$ cat src/rtl/branch_predictor.sv
// Direct-mapped branch target buffer with 2-bit saturating direction counters.
// Lookup is combinational; training happens on the clock edge with one-cycle latency.
module branch_predictor #(
  parameter int ENTRIES = 32,
  parameter int IDX_W   = 5
) (
  input  logic        i_clk,
  input  logic        i_reset,
  input  logic [31:0] i_pc_fetch,
  output logic        o_pred_taken,
  output logic [31:0] o_pred_pc,
  input  logic        i_upd_vld,
  input  logic        i_upd_ctrl,
  input  logic [31:0] i_upd_pc,
  input  logic        i_upd_taken,
  input  logic [31:0] i_upd_target,
  input  logic        i_upd_mispred,
  output logic [31:0] o_ctrl_cnt,
  output logic [31:0] o_mispred_cnt
);

  localparam int TAG_W = 30 - IDX_W;

  logic             valid_q  [ENTRIES];
  logic [TAG_W-1:0] tag_q    [ENTRIES];
  logic [31:0]      target_q [ENTRIES];
  logic [1:0]       ctr_q    [ENTRIES];

  logic [IDX_W-1:0] fetch_idx;
  logic [TAG_W-1:0] fetch_tag;
  logic             fetch_hit;
  logic [IDX_W-1:0] upd_idx;
  logic [TAG_W-1:0] upd_tag;
  logic             upd_hit;
  logic             upd_en;

  assign fetch_idx = i_pc_fetch[IDX_W+1:2];
  assign fetch_tag = i_pc_fetch[31:IDX_W+2];
  assign fetch_hit = valid_q[fetch_idx] && (tag_q[fetch_idx] == fetch_tag);

  assign upd_idx = i_upd_pc[IDX_W+1:2];
  assign upd_tag = i_upd_pc[31:IDX_W+2];
  assign upd_hit = valid_q[upd_idx] && (tag_q[upd_idx] == upd_tag);
  assign upd_en  = i_upd_vld && i_upd_ctrl;

  // Reads see pre-edge array contents, so a same-cycle update is only visible next cycle.
  always_comb begin
    // NOTE: every output of this block gets a default first so no latch can be inferred.
    o_pred_taken = 1'b0;
    o_pred_pc    = {i_pc_fetch[31:2] + 30'd1, i_pc_fetch[1:0]};
    if (fetch_hit && ctr_q[fetch_idx][1]) begin
      o_pred_taken = 1'b1;
      o_pred_pc    = target_q[fetch_idx];
    end
  end

  // NOTE: the table is held in flops with an async reset because every entry must clear
  // without a clock; a RAM macro could not meet that.
  always_ff @(posedge i_clk or negedge i_reset) begin
    if (!i_reset) begin
      for (int i = 0; i < ENTRIES; i++) begin
        valid_q[i]  <= 1'b0;
        tag_q[i]    <= '0;
        target_q[i] <= '0;
        ctr_q[i]    <= 2'b01;
      end
    end else if (upd_en) begin
      // NOTE: non-blocking assignments keep state updates order-independent across blocks.
      if (upd_hit) begin
        if (i_upd_taken) begin
          target_q[upd_idx] <= i_upd_target;
          if (ctr_q[upd_idx] != 2'b11) ctr_q[upd_idx] <= ctr_q[upd_idx] + 2'd1;
        end else if (ctr_q[upd_idx] != 2'b00) begin
          ctr_q[upd_idx] <= ctr_q[upd_idx] - 2'd1;
        end
      end else if (i_upd_taken) begin
        valid_q[upd_idx]  <= 1'b1;
        tag_q[upd_idx]    <= upd_tag;
        target_q[upd_idx] <= i_upd_target;
        ctr_q[upd_idx]    <= 2'b10;
      end
    end
  end

  always_ff @(posedge i_clk or negedge i_reset) begin
    if (!i_reset) begin
      o_ctrl_cnt    <= '0;
      o_mispred_cnt <= '0;
    end else if (upd_en) begin
      o_ctrl_cnt <= o_ctrl_cnt + 32'd1;
      if (i_upd_mispred) o_mispred_cnt <= o_mispred_cnt + 32'd1;
    end
  end

endmodule

$ cat config.mk
export PLATFORM = sky130hd
export DESIGN_NAME = branch_predictor
export DESIGN_NICKNAME = d
export VERILOG_FILES = /design/src/rtl/branch_predictor.sv
export SDC_FILE = /design/constraint.sdc
export NUM_CORES = 2
export LEC_CHECK = 0
export ABC_CLOCK_PERIOD_IN_PS = 10300
export CORE_ASPECT_RATIO = 1.1
export CORE_MARGIN = 2
export CORE_UTILIZATION = 65
export DETAILED_ROUTE_END_ITERATION = 10
export GPL_TIMING_DRIVEN = 0
export PLACE_DENSITY = 0.83
export SLEW_MARGIN = 20
export SYNTH_ARGS = -nofsm -noshare
export SYNTH_HDL_FRONTEND = slang
export SYNTH_SLANG_ARGS = --single-unit
$ cat constraint.sdc
create_clock -name i_clk -period 10.3 [get_ports i_clk]
set_input_delay 2.575 -clock i_clk [delete_from_list [all_inputs] [get_ports i_clk]]
set_output_delay 2.575 -clock i_clk [all_outputs]
set_load 0.02 [all_outputs]
==> impl_results.md <==
* Violated checks: negative setup slack
* Core box area at 0.150 mm^2
* Main synth FF type: dfrtp_1
* Die W at 375 um
* Most common cell in the netlist: dfrtp_1
* Total Wirelength at between 300 and 400 mm
* Setup ws final at -176 ps
* Largest area contributor in the netlist: dfrtp_1
* P_sw at about 5.2 mW
* Crit share post-route at 102%
* GR Util All Layers at 51.5%
* First-pass DRT Iterations at 8
* Highest metal used: met5
* Synth cell types at 72
* Worst-skew pair later-pin latency at 910 ps
* DR vias at slightly above 70000
* Final setup fails at 23
* CP Launch Type: primary input
* Leakage at 52.2 nW
* Slew margin rel. at between 10 and 15%
* Vias in the first global route at roughly 71000
* Initial DRC count at around 10000
* Warnings, synthesis at 0
* Share of layout cells above drive strength 1 at between 40% and 50%
* M1 WL at ~130 mm
* Post-DP Area at roughly 0.10 mm^2
* Sw Ratio at a little over a quarter
* HP Class: flip-flop to flip-flop
* Max-slew violation count at 0
* Worst EP required at about 7700 ps
* Port buffer count at ~190
* P_int at between 10 and 15 mW
* Flop pwr share at between 40% and 50%
* Combinational power share at 13.6%
* I/O pins at around 200
* Worst hold slack at roughly 470 ps
* Mean Syn Cell Area at roughly 14 um^2
* Seq/Total Area, Yosys at 50.5%
* Endpoint type of the worst setup path: output port
* Hold_buf cts at 0
* CTS buffer count at 200
* Tmin final at approximately 10000 ps
* Slew at the pin with the worst max-slew slack at roughly 1300 ps
* Number of synthesized register bits at 1984
* Final ANT Viol Nets at 0
* Yosys top cell area share at about half
* Post-Syn Nets at 6970
* Final GP Congestion at around 1.1
* Clock skew at a little over 30 ps
* Buffer depth of the longest clock path at 3
* Syn Inst Count at roughly 6900
* CP arrival at approximately 7900 ps
* DRC at 0
* Max cap viols at 0
* Syn Std Cell Area at 0.0983 mm^2
* First-pass GRT wire length at around 550 mm
* Wirelength per Cell at ~42 um
* Power share of the clock group at about two fifths
* CTS tree: yes
* Worst-path maximum fanout at 10
* Synth cell count leaders: dfrtp_1 (1952), mux2_2 (1870), mux2i_1 (592), mux4_2 (461), clkbuf_1 (342)
* WL met3 at approximately 53 mm
* Fill count at roughly 9500
* Met2 wire length at between 150 and 200 mm
* Outcome: complete, but fails checks
* DIE HEIGHT at between 400 and 500 um
* Post-layout instance area at between 0.1 and 0.15 mm^2
* Initial antenna violation count at 26
* Final nets at between 7000 and 8000
* Final Hold Vio Count at 0
* CTS root buf: clkbuf_16
* PwrDens at roughly 170 mW/mm^2
* CTS Sinks at 1984
* Power, Total at about 19 mW
* Crit path kind: primary input to output port
* Vias per std cell at between 7 and 8
* Fraction of registers with async set/reset at 100%
* Pre-CTS setup slack at -2480 ps
* Row count at about 150
* H-tree depth at 4
* VDD IR max at 0.000148 V
* Post-synth EDFFs at 0
* Area Growth Syn to Fin at 13.4%
* Detailed Place HPWL at between 200 and 300 mm
* Reg clk slew, reported paths at 60 ps
* Ranking of synthesized cells by area: dfrtp_1 (50%), mux2_2 (21%), mux4_2 (11%)
* Total gr overflow at 0
* Die area at between 0.15 and 0.2 mm^2
* Pin count of the biggest net entering global routing at between 150 and 200
* Starting density of the core at approximately two thirds
* Maximum clock rate at between 90 and 100 MHz
power by group through the flow:
stage          Combinational (mW)  Sequential [mW]  Clock [mW]
3_5_place_dp                 2.44             8.98           0
5_1_grt                      2.67             8.93        7.96
2_1_floorplan                1.46             8.85           0
4_1_cts                      2.50             8.85        7.64
3_3_place_gp                 2.35             9.04           0
6_report                     2.60             8.88        7.70
worst max-delay path, stage by stage:
cell and delay [ps]:
buf_4 190, buf_4 210, buf_8 190, nor2_4 420, clkbuf_2 650, a22oi_1 210
o211ai_1 150, nand4_1 700, xor2_1 410, nor2_1 170, nand3_1 170, or4_1 570
buf_4 250, clkbuf_8 240, a211oi_4 260, a21oi_1 120, dlygate4sd2_1 340
state kept, by name, summed over array words and instances (netlist names):
signal,count
target_q,1024
tag_q,800
ctr_q,64
o_ctrl_cnt,32
o_mispred_cnt,32
valid_q,32
routing by layer:
layer	vias up	GRT usage, %
met1	37100	60.5
met2	5923	72.7
met5	-	0.402
met4	12	44.4
met3	2082	22.5
li1	26700	-
repair_timing:
action,in CTS,in global routing
cloned,0,0
setup buffers,9,2
pin swaps,12,11
endpoints found under the setup margin,33,32
gates resized for setup,276,53
logic make-up after synthesis:
group	after synthesis	share of synthesized area [%]
AO/OA/AOI/OAI	508	3.58
XOR/XNOR	117	1.04
adder cells (fa/ha/maj)	5	0.0636
buffers and inverters	675	3.07
flip-flops	1984	50.5
multiplexers	2936	38.2
AND/OR/NAND/NOR	638	3.54
path summary, 6_finish.rpt:
check	slack, ps	cells past startpoint	start	endpoint
worst max-delay path	-180	17	i_pc_fetch[2]	o_pred_pc[30]
worst min-delay path	470	1	o_mispred_cnt[31]$_DFFE_PN0P_	o_mispred_cnt[31]$_DFFE_PN0P_
worst max register to register	4980	12	tag_q[381]$_DFFE_PN0P_	tag_q[668]$_DFFE_PN0P_
max in group asynchronous	5350	6	i_reset	target_q[345]$_DFFE_PN0P_
worst min register to register	470	1	o_mispred_cnt[31]$_DFFE_PN0P_	o_mispred_cnt[31]$_DFFE_PN0P_
min in group asynchronous	1740	2	i_reset	tag_q[646]$_DFFE_PN0P_
layout make-up:
class	instances	area (um^2)	share of cell area [%]
well taps	1963	2460	2.20
clock buffers	286	5780	5.19
inverters	31	120	0.108
diodes	29	72.6	0.0651
plain buffers	642	3670	3.29
flip-flops and latches	1984	49700	44.6
clock inverters	75	1080	0.967
multi-input cells	4204	45900	41.2
repair buffers	233	2670	2.40
placed cells by master, fill, tap and decap left out, drive strengths merged, types with 21 or more instances in the layout:
master / instances
nand2b: 44
xor2: 51
mux2i: 592
nand4: 40
dfstp: 32
a22oi: 73
xnor2: 66
nand3: 114
a21oi: 44
nand2: 150
diode: 29
clkdlybuf4s50: 162
mux2: 1883
clkbuf: 629
o211ai: 25
nor4: 61
o22ai: 243
dfrtp: 1952
inv: 33
clkinv: 50
nor2: 87
nor2b: 21
mux4: 461
and3: 29
o21ai: 24
buf: 342
through the flow:
step                util, %  instances  setup TNS, ps
global route           74.2       9419          -3.78
global placement       68.4       9018              -
floorplan                 -       6863              0
detailed placement     69.0       9048         -73170
finish                 74.3       9447          -2180
CTS                    74.1       9416              0
(Power assumes the default switching activity.)
